## config.mk

```make
export PLATFORM = sky130hd
export DESIGN_NAME = inst_scroller
export DESIGN_NICKNAME = d
export VERILOG_FILES = /design/src/rtl/inst_scroller.sv
export SDC_FILE = /design/constraint.sdc
export NUM_CORES = 1
export LEC_CHECK = 0
export BUFFER_PORTS_ARGS = -buffer_cell sky130_fd_sc_hd__buf_4
export CAP_MARGIN = 25
export CORE_UTILIZATION = 59
export DETAILED_ROUTE_END_ITERATION = 12
export GPL_TIMING_DRIVEN = 0
export PLACE_DENSITY = 0.95
export SYNTH_ARGS = -nofsm -noshare
export SYNTH_HDL_FRONTEND = slang
export SYNTH_SLANG_ARGS = --single-unit
```

## constraint.sdc

```tcl
create_clock -name sec_clock -period 6.3 [get_ports sec_clock]
set_input_delay 0 -clock sec_clock [delete_from_list [all_inputs] [get_ports sec_clock]]
set_output_delay 0 -clock sec_clock [all_outputs]
set_load 0.1 [all_outputs]
```

## src/rtl/inst_scroller.sv

```systemverilog
// Scrolls a latched message of up to MAX_LEN character codes into a WIN_CHARS-wide
// window, one character per sec_clock tick, followed by GAP blanks, then finishes or loops.
module inst_scroller #(
  parameter int CHAR_W    = 5,
  parameter int WIN_CHARS = 8,
  parameter int MAX_LEN   = 16,
  parameter int GAP       = 7
) (
  input  logic                          sec_clock,
  input  logic                          rst,
  input  logic                          start,
  input  logic                          abort,
  input  logic                          loop_en,
  input  logic [MAX_LEN*CHAR_W-1:0]     msg_data,
  input  logic [$clog2(MAX_LEN+1)-1:0]  msg_len,
  output logic [WIN_CHARS*CHAR_W-1:0]   instruction,
  output logic                          busy,
  output logic                          done,
  output logic [1:0]                    state_dbg
);

  localparam int LW       = $clog2(MAX_LEN + 1);
  localparam int GW       = (GAP > 0) ? $clog2(GAP + 1) : 1;
  localparam int WW       = WIN_CHARS * CHAR_W;
  localparam int MW       = MAX_LEN * CHAR_W;
  localparam int GAP_LAST = (GAP > 0) ? GAP - 1 : 0;
  localparam logic [LW-1:0] MAX_LEN_L = LW'(MAX_LEN);

  typedef enum logic [1:0] {
    IDLE      = 2'd0,
    SHIFT_MSG = 2'd1,
    SHIFT_GAP = 2'd2
  } state_t;

  state_t              state_q, state_d;
  logic [WW-1:0]       instr_q, instr_d;
  logic [LW-1:0]       idx_q, idx_d;
  logic [LW-1:0]       len_q, len_d;
  logic [GW-1:0]       gap_q, gap_d;
  logic [MW-1:0]       msg_q, msg_d;
  logic                done_q, done_d;
  logic [CHAR_W-1:0]   cur_char;
  logic                pass_end;

  always_ff @(posedge sec_clock or negedge rst) begin
    if (!rst) begin
      state_q <= IDLE;
      instr_q <= '0;
      idx_q   <= '0;
      len_q   <= '0;
      gap_q   <= '0;
      msg_q   <= '0;
      done_q  <= 1'b0;
    end else begin
      state_q <= state_d;
      instr_q <= instr_d;
      idx_q   <= idx_d;
      len_q   <= len_d;
      gap_q   <= gap_d;
      msg_q   <= msg_d;
      done_q  <= done_d;
    end
  end

  always_comb begin
    state_d  = state_q;
    instr_d  = instr_q;
    idx_d    = idx_q;
    len_d    = len_q;
    gap_d    = gap_q;
    msg_d    = msg_q;
    done_d   = 1'b0;
    pass_end = 1'b0;
    cur_char = msg_q[idx_q*CHAR_W +: CHAR_W];

    case (state_q)
      IDLE: begin
        if (start && !abort && msg_len != '0) begin
          msg_d   = msg_data;
          len_d   = (msg_len > MAX_LEN_L) ? MAX_LEN_L : msg_len;
          instr_d = '0;
          idx_d   = '0;
          gap_d   = '0;
          state_d = SHIFT_MSG;
        end
      end
      SHIFT_MSG: begin
        if (abort) begin
          state_d = IDLE;
          instr_d = '0;
        end else begin
          instr_d = {instr_q[WW-CHAR_W-1:0], cur_char};
          idx_d   = idx_q + LW'(1);
          if (idx_q == len_q - LW'(1)) begin
            if (GAP == 0) begin
              pass_end = 1'b1;
            end else begin
              gap_d   = '0;
              state_d = SHIFT_GAP;
            end
          end
        end
      end
      SHIFT_GAP: begin
        if (abort) begin
          state_d = IDLE;
          instr_d = '0;
        end else begin
          instr_d = {instr_q[WW-CHAR_W-1:0], {CHAR_W{1'b0}}};
          gap_d   = gap_q + GW'(1);
          if (gap_q == GW'(GAP_LAST)) pass_end = 1'b1;
        end
      end
      default: state_d = IDLE;
    endcase

    // The end check shares the edge of the last shift so looping adds no bubble.
    if (pass_end) begin
      if (loop_en) begin
        idx_d   = '0;
        gap_d   = '0;
        state_d = SHIFT_MSG;
      end else begin
        state_d = IDLE;
        done_d  = 1'b1;
      end
    end
  end

  assign instruction = instr_q;
  assign busy        = (state_q != IDLE);
  assign done        = done_q;
  assign state_dbg   = state_q;

endmodule

```

* Yosys cells after proc, flatten, opt, wreduce, memory -nomap -nowiden
Index checks and enable logic that the tools add are counted.
Word-level totals: register bits after elaboration 136, output and inout bits 44, word-level logic and storage cells 60, bits of input ports 90
Operators by class: reductions and logical operators 10, multipliers 1, $add $sub $neg 3, multiplexer cells 29, equality and inequality tests 8, shifts and indexed selects 1, order comparisons 1
Operators with widths (count):
- $mux 40 | 3
- $pmux 40 s3 | 1
- $shiftx 80x9->5 | 1
- $mux 5 | 5
- $mux 3 | 6
- $mux 2 | 5
- $pmux 5 s2 | 1
- $pmux 3 s3 | 1
- $mul 5x3->8 const B | 1
- $mux 1 | 6
- $ne 3x3->1 const B | 2
- $pmux 2 s3 | 1
- $add 5x1->5 const B | 1
- $eq 5x5->1 | 1
- $gt 5x5->1 const B | 1
- $reduce_bool 5->1 | 1
- $sub 5x1->5 const B | 1
- $ne 4x4->1 const B | 1
- $reduce_and 2->1 | 2
- $add 3x1->3 const B | 1
- $eq 3x3->1 const B | 1
- $reduce_and 3->1 | 1
- $reduce_bool 3->1 | 1
- $eq 2x1->1 const B | 1
- other kinds (6) | 7

* Depth between registers and ports, before layout
Gate-level depths: netlist (run 1).
word-level depth 7, gate-level depth with buffers 10

* Worst setup path after synthesis (run 1)
No wires, ideal clock.
kind register to register, from register state_q[0], in the netlist state_dbg[0], to register idx_q[1], arrival time 2.725 ns, buffers on the path 1, period minus slack after synthesis 2.843 ns, cell stages (with the launch flop) 9, setup slack 3.457 ns, path through dfrtp_1 -> inv_1 -> ha_1 -> buf_2 -> inv_1 -> nand2_1 -> a21oi_1 -> nor2_1 -> a21o_1
On the way: cells in the longest elaborated chain, start to end 4, elaborated cells on any way between the ends 7
RTL lines:
- start, declared | RTL line 35 | state_t state_q, state_d;
- start signal, assigned | RTL line 55 | state_q <= state_d;
- $eq 2x1->1 or $logic_not 2->1 (tied branches) | RTL line 76 | case (state_q)
- $pmux 5 s2 | RTL line 76
- $mux 5 | RTL line 119 | if (loop_en) begin
- $mux 5 * | RTL line 118 | if (pass_end) begin
- net idx_d[1] | RTL line 37 | logic [LW-1:0] idx_q, idx_d;
- end signal, assigned | RTL line 57 | idx_q <= idx_d;
- end, declared | RTL line 37
The timed path passes the listed nets; every way through them passes the cells marked *. A chain may end at the register's enable or synchronous reset.

* Worst setup path after layout (run 1)
from register state_q[0], in the netlist state_dbg[0], to register len_q[1]
On the way: cells in the longest elaborated chain, start to end 2
RTL lines:
- $logic_not 2->1 | RTL line 76
- $reduce_and 2->1 (no source line)
- end signal, assigned | RTL line 58 | len_q <= len_d;
- end, declared | RTL line 38 | logic [LW-1:0] len_q, len_d;
No other way between the ends.

==> impl_metrics.csv, run 1 <==
group,metric,value,unit
status,status,"finished, final reports clean",
timing,setup_violations,0,
run,drv_cap,0,
timing,fin_worst_skew,0.0129,ns
timing,fin_crit_sh,47.2,%
synth,synth_edf_count,0,
clock_network,cts.sinks,136,
synth,synthFlopType,"dfrtp_1",
clock_network,numCtsBuffers,17,
route,drtAntennaViolNets,0,
synth,synth_area_leaders,"dfrtp_1 52%, mux2_4 13%, mux4_2 6.8%",
timing,min_period,2.97,ns
timing,max_freq,0.337,GHz
synth,post_synth.cell_area_avg,12.6,µm²
synth,synthArstFlopShare,100,%
synth,synth_xor_area_share,0.929,%
synth,ys_seq_area_share,51.6,%
route,viasPerCell,6.58,
route,remaining_drc_errors,0,
die,core-area,0.0109,mm²
synth,synth_common_cells,"136 x dfrtp_1, 89 x nand2_1, 56 x mux2_4",
place,place_hpwl,11600,µm
synth,syn_nets,622,
clock_network,clock_latency,0.54,ns
synth,syn_inst,523,
setup_path,rrSetupSlack,3.33,ns
layout,fin_nets,868,
timing,setup_ws,3.33,ns
global_routing,antenna_found_initial,0,
setup_path,slowest_delay,0.60,ns
synth,yosys_warnings,0,
pwr,p_per_area,467,mW/mm²
synth,synthSimpleGateAreaFrac,9.62,%
global_routing,grt_first_pass_wirelength,36900,µm
global_routing,track_usage,44.6,%
setup_path,crit_chain,"inv_1 -> ha_1 -> buf_2 -> o311ai_4 -> nor2_2 -> buf_6 -> buf_6 -> nand3b_1 -> dlygate4sd3_1 -> o21ai_0",
route,drtIter0Drc,922,
layout,drive_above_1_share,37.2,%
die,die-area,0.0116,mm²
synth,yosys-mux-area-fraction,24.1,%
clock_network,cts_tree,"done",
layout,syn_to_final_growth,41.2,%
global_routing,grt_max_degree,83,
setup_path,reg2reg_from,"state_dbg[0]",
setup_path,r2r_end,"len_q[1]",
hold_path,hp-class,"in2async",
synth,synth_compound_area_share,8.53,%
setup_path,crit_top_cell,"buf_6",
setup_path,crit_type,"reg2reg",
synth,synth_most_common_cell,"dfrtp_1",
layout,seq_area,0.00340,mm²
clock_network,clock_path_buffers,2,
clock_network,clkTransAtPathRegs,0.06,ns
global_routing,grt_pass1_vias,6224,
timing,tightestPinTransition,0.789,ns
die,die_height,108,µm
global_routing,grt.overflow.total,0,
layout,multi_input_area,0.00296,mm²
pwr,vdd_drop_max,0.273,mV
die,start_util,60.6,%
route,num_vias,6070,
setup_path,cp.required,6.68,ns
die,die_w,108,µm
route,postRouteWirelength,24000,µm
setup_path,end_kind,"register",
place,routabilityCongestion,0.869,
timing,whs,0.00804,ns
timing,relSlewSlack,47.4,%
die,ios,134,
setup_path,r2r_cells,10,
synth,netlist_area,0.00660,mm²
synth,yosys.area_share.adder,1.71,%
pwr,p_leak,4.24,nW
synth,synth_top_cell_by_area,"dfrtp_1",
die,rows,38,
clock_network,htreeDepth,4,
clock_network,clockRootBuffer,"clkbuf_8",
synth,ys_seq_elements,136,
place,dp.cells,797,
setup_path,worst_ep_arrival_time,3.35,ns
synth,synth_top_area_share,51.6,%
setup_path,cp-start-kind,"register",
route,wire_per_inst,26.1,µm
pwr,total_power,4.35,mW
place,portBuffers,133,
timing,slew_viol_final,0,
setup_path,cpMaxStageDelayCell,"dlygate4sd3_1",
synth,yosysUniqueCellTypes,45,
clock_network,cts_resized,0,
route,drt_first_pass_iters,7,
layout,num_antenna_cells,0,
synth,synth_top_family_by_area,"multiplexers",
timing,finalSetupTns,0,ns
layout,final-instance-count-excl-fill,922,
timing,finalHoldViolCount,0,
setup_path,crit_fanout,10,
timing,rsz0062_at_grt,"false",
layout,nFillCells,413,
place,dpl_worst_slack,3.87,ns
## final cells by class
| type | count | share of cell area [%] |
|---|---|---|
| Sequential cell | 136 | 36.5 |
| Multi-Input combinational cell | 348 | 31.8 |
| Timing Repair Buffer | 227 | 21.0 |
| Clock buffer | 21 | 4.71 |
| Buffer | 33 | 2.23 |
| Tap cell | 140 | 1.88 |
| Clock inverter | 11 | 1.57 |
| Inverter | 6 | 0.242 |
## sequential cells by signal, indices dropped and copies added, names as in the netlist
name and count:
idx_q 5, gap_q 3, msg_q 80, len_q 5
state_dbg 2, done 1, instruction 40
## where the power goes
group	total [mW]	switching [mW]	internal (mW)
registers	1.48	0.301	1.18
clock network	1.03	0.417	0.616
logic	1.84	0.981	0.855
## cells by family after synthesis
group,Yosys count
compound gates,90
xor+xnor,7
fa+ha+maj,9
buf+inv,39
flops,136
mux,103
simple gates,139
## layer usage
layer | GRT usage [%] | wire length, µm | part of all wire (%) | up-vias
li1 | - | - | - | 2351
met1 | 51.6 | 8110 | 34 | 2963
met2 | 69.8 | 11200 | 47 | 571
met3 | 16.2 | 2920 | 12 | 185
met4 | 29.3 | 1790 | 7.4 | 0
met5 | 0 | 0 | 0 | -
## repair_timing
action,4_1_cts,5_1_grt
buffers inserted,0,0
hold buffers,93,0
endpoints found under the hold margin,227,0
endpoints found under the setup margin,0,0
## worst max path at each step
stage / startpoint / slack, ns / end / depth (start not counted)
after CTS: state_dbg[0] / 3.77 / len_q[1] / 10
final: state_dbg[0] / 3.33 / len_q[1] / 10
after floorplan: state_dbg[0] / 3.46 / idx_q[1] / 8
after global placement: state_dbg[0] / 3.97 / instruction[35] / 9
after detailed placement: state_dbg[0] / 3.87 / instruction[15] / 8
after global routing: state_dbg[0] / 3.26 / instruction[9] / 8
## cell usage in the layout (no fill, tap or decap), drive strengths merged, types with 4 or more instances in the layout
cell	instances
a21oi	7
a22o	5
a22oi	10
buf	154
clkbuf	34
clkinv	4
dfrtp	136
dlygate4sd3	93
ha	9
inv	8
mux2	81
mux4	20
nand2	89
nand2b	9
nand3b	4
nor2	13
nor2b	4
nor3	5
o21ai	52
xnor2	4
## worst max-delay path: cells and delay by family (launching register included)
kind	cells	cell delay, ns
DFF	1	0.46
AOI/OAI and AO/OA	2	0.39
and+or+nand+nor	2	0.34
adders and majority gates	1	0.18
buffers and inverters	5	1.43
## through the flow
| step | instance area (µm²) | utilization (%) |
|---|---|---|
| 2_1_floorplan | 6600 | - |
| 3_3_place_gp | 7770 | 71.4 |
| 3_5_place_dp | 7800 | 71.7 |
| 4_1_cts | 9320 | 85.6 |
| 5_1_grt | 9320 | 85.6 |
| 6_report | 9320 | 85.6 |
(Power assumes the default switching activity.)
==> run 2, diff against run 1 <==
--- a/config.mk
+++ b/config.mk
@@ -7,10 +7,10 @@
 export LEC_CHECK = 0
 export BUFFER_PORTS_ARGS = -buffer_cell sky130_fd_sc_hd__buf_4
 export CAP_MARGIN = 25
-export CORE_UTILIZATION = 59
+export CORE_UTILIZATION = 50
 export DETAILED_ROUTE_END_ITERATION = 12
 export GPL_TIMING_DRIVEN = 0
-export PLACE_DENSITY = 0.95
+export PLACE_DENSITY = 0.89
 export SYNTH_ARGS = -nofsm -noshare
 export SYNTH_HDL_FRONTEND = slang
 export SYNTH_SLANG_ARGS = --single-unit
==> constraint.sdc (replaced) <==
create_clock -name sec_clock -period 2.65 [get_ports sec_clock]
set_input_delay 0 -clock sec_clock [delete_from_list [all_inputs] [get_ports sec_clock]]
set_output_delay 0 -clock sec_clock [all_outputs]
set_load 0.1 [all_outputs]
==> run 2 against run 1 <==
Fmax rose by 18%. Count of clock-buffer cells in the layout up 1. Clock skew up 0.0023 ns. Critical path depth unchanged. Global-route usage down 13 points. Power increased by 120%. Clock power is 110% higher. Utilization is 13 points lower. Combinational power grew 120%. Largest power group unchanged. Highest routed layer unchanged.
==> impl_metrics.csv, run 2 (same netlist as run 1, synthesis figures left out) <==
group,metric,value,unit
global_routing,track_usage,31.8,%
setup_path,end_kind,"register",
pwr,vdd_drop_max,0.791,mV
timing,max_freq,0.398,GHz
layout,final-instance-count-excl-fill,946,
layout,drive_above_1_share,37.2,%
layout,largest_reg_flops,80,
layout,seq_area,0.00341,mm²
die,core-area,0.0127,mm²
status,status,"finished, final reports clean",
setup_path,cpMaxStageDelayCell,"dlygate4sd3_1",
place,portBuffers,133,
clock_network,htreeDepth,4,
die,die_height,117,µm
global_routing,grt_pass1_vias,5783,
pwr,p_per_area,1050,mW/mm²
clock_network,cts_tree,"done",
route,postRouteWirelength,20200,µm
route,num_vias,5431,
route,viasPerCell,5.74,
route,remaining_drc_errors,0,
clock_network,clock_latency,0.43,ns
place,dp.cells,829,
global_routing,antenna_found_initial,0,
setup_path,slowest_delay,0.57,ns
clock_network,cts.sinks,136,
timing,fin_crit_sh,94.9,%
setup_path,crit_type,"reg2reg",
setup_path,critPathTopFamily,"buffers and inverters",
route,drtAntennaViolNets,0,
layout,num_antenna_cells,0,
clock_network,clkTransAtPathRegs,0.06,ns
global_routing,grt.overflow.total,0,
route,wire_per_inst,21.4,µm
setup_path,worst_ep_arrival_time,2.84,ns
timing,fin_worst_skew,0.0152,ns
setup_path,crit_fanout,10,
route,drt_first_pass_iters,5,
clock_network,postCtsSetupRepairBufs,0,
setup_path,crit_chain,"inv_1 -> ha_1 -> buf_2 -> o311ai_4 -> nor2_4 -> buf_6 -> buf_6 -> nand3b_1 -> dlygate4sd3_1 -> o21ai_0",
layout,final_area,0.00928,mm²
timing,whs,0.0515,ns
die,rows,41,
place,routabilityCongestion,0.883,
die,die_w,117,µm
timing,slew_viol_final,0,
global_routing,grt_max_degree,81,
route,drtIter0Drc,446,
die,ios,134,
layout,top_register,"msg_q",
hold_path,hp-class,"in2reg",
layout,syn_to_final_growth,40.6,%
setup_path,crit_top_cell,"buf_6",
die,start_util,51.9,%
layout,fin_nets,866,
timing,setup_violations,0,
place,place_area,0.00785,mm²
layout,multi_input_area,0.00297,mm²
timing,tightestPinTransition,0.742,ns
die,die-area,0.0137,mm²
pwr,p_leak,4.19,nW
timing,relSlewSlack,50.6,%
clock_network,numCtsBuffers,17,
timing,min_period,2.52,ns
place,place_hpwl,11600,µm
clock_network,clock_path_buffers,2,
setup_path,cp-start-kind,"register",
clock_network,clockRootBuffer,"clkbuf_16",
setup_path,cp.required,2.98,ns
layout,final_cell_mix,"138 x buf_4, 134 x dfrtp_1, 91 x dlygate4sd3_1",
run,drv_cap,0,
layout,nFillCells,793,
timing,finalHoldViolCount,0,
layout,layout_commonest_cell,"buf_4",
global_routing,grt_first_pass_wirelength,31300,µm
setup_path,timing.critical_path.buf_inv,5,
## run 2: cell count changes in the layout (fill, tap and decap cells not counted)
cell and change:
bufinv_16 -2, clkinv_2 -2, dfrtp_1 -2, dfrtp_2 +2, dlygate4sd3_1 -2, inv_6 -2, clkbuf_16 +1, clkinv_4 -1
nor2_1 -1, nor2_4 +1
## run 2: worst reg2reg max path: stages, from the launching register on
cell           delay (ns)
dfrtp_2              0.45
inv_1                0.11
ha_1                 0.16
buf_2                0.21
o311ai_4             0.18
nor2_4               0.16
buf_6                0.19
buf_6                0.19
nand3b_1             0.09
dlygate4sd3_1        0.57
o21ai_0              0.11
## run 2: layout make-up
cell class / instances / share of cell area [%]
plain buffers: 33 / 2.24
multi-input cells: 348 / 32.0
repair buffers: 225 / 20.9
inverters: 6 / 0.243
flip-flops and latches: 136 / 36.7
well taps: 172 / 2.32
clock buffers: 22 / 5.00
clock inverters: 4 / 0.539
## run 2: repair_timing
action	in CTS	in global routing
resized for setup	0	2
endpoints found under the setup margin	0	2
endpoints found under the hold margin	143	0
hold buffers	91	0
## run 2: through the flow
stage / utilization [%] / power, mW / setup TNS (ns) / worst slack, ns
final: 72.9 / 9.71 / 0 / 0.135
after global routing: 72.9 / 10.1 / -0.0292 / -0.0292
after CTS: 72.9 / 9.41 / 0 / 0.181
after detailed placement: 61.7 / 7.12 / 0 / 0.228
after global placement: 61.4 / 6.90 / 0 / 0.312
after floorplan: - / 6.11 / 0 / 0.137
## run 2: metal layers
metal | vias up | share of wire (%) | global-route usage [%]
met5 | - | 0 | 0
met4 | 0 | 5.3 | 17.9
met3 | 101 | 8.4 | 10.4
met2 | 356 | 50 | 53.3
met1 | 2634 | 37 | 35.9
li1 | 2340 | - | -
## run 2: path summary, 6_finish.rpt
check	slack [ns]	startpoint	depth (start not counted)	end
worst max-delay path	0.13	state_dbg[0]	10	len_q[1]
worst min-delay path	0.05	start	4	gap_q[0]
worst max register to register	0.13	state_dbg[0]	10	len_q[1]
worst min register to register	0.48	instruction[37]	2	instruction[37]
max in group asynchronous	1.75	rst	3	state_dbg[1]
min in group asynchronous	0.13	rst	2	gap_q[2]
## run 2: power by group
part	switching [mW]	internal, mW
Sequential	0.635	2.82
Clock	0.863	1.30
Combinational	2.06	2.03
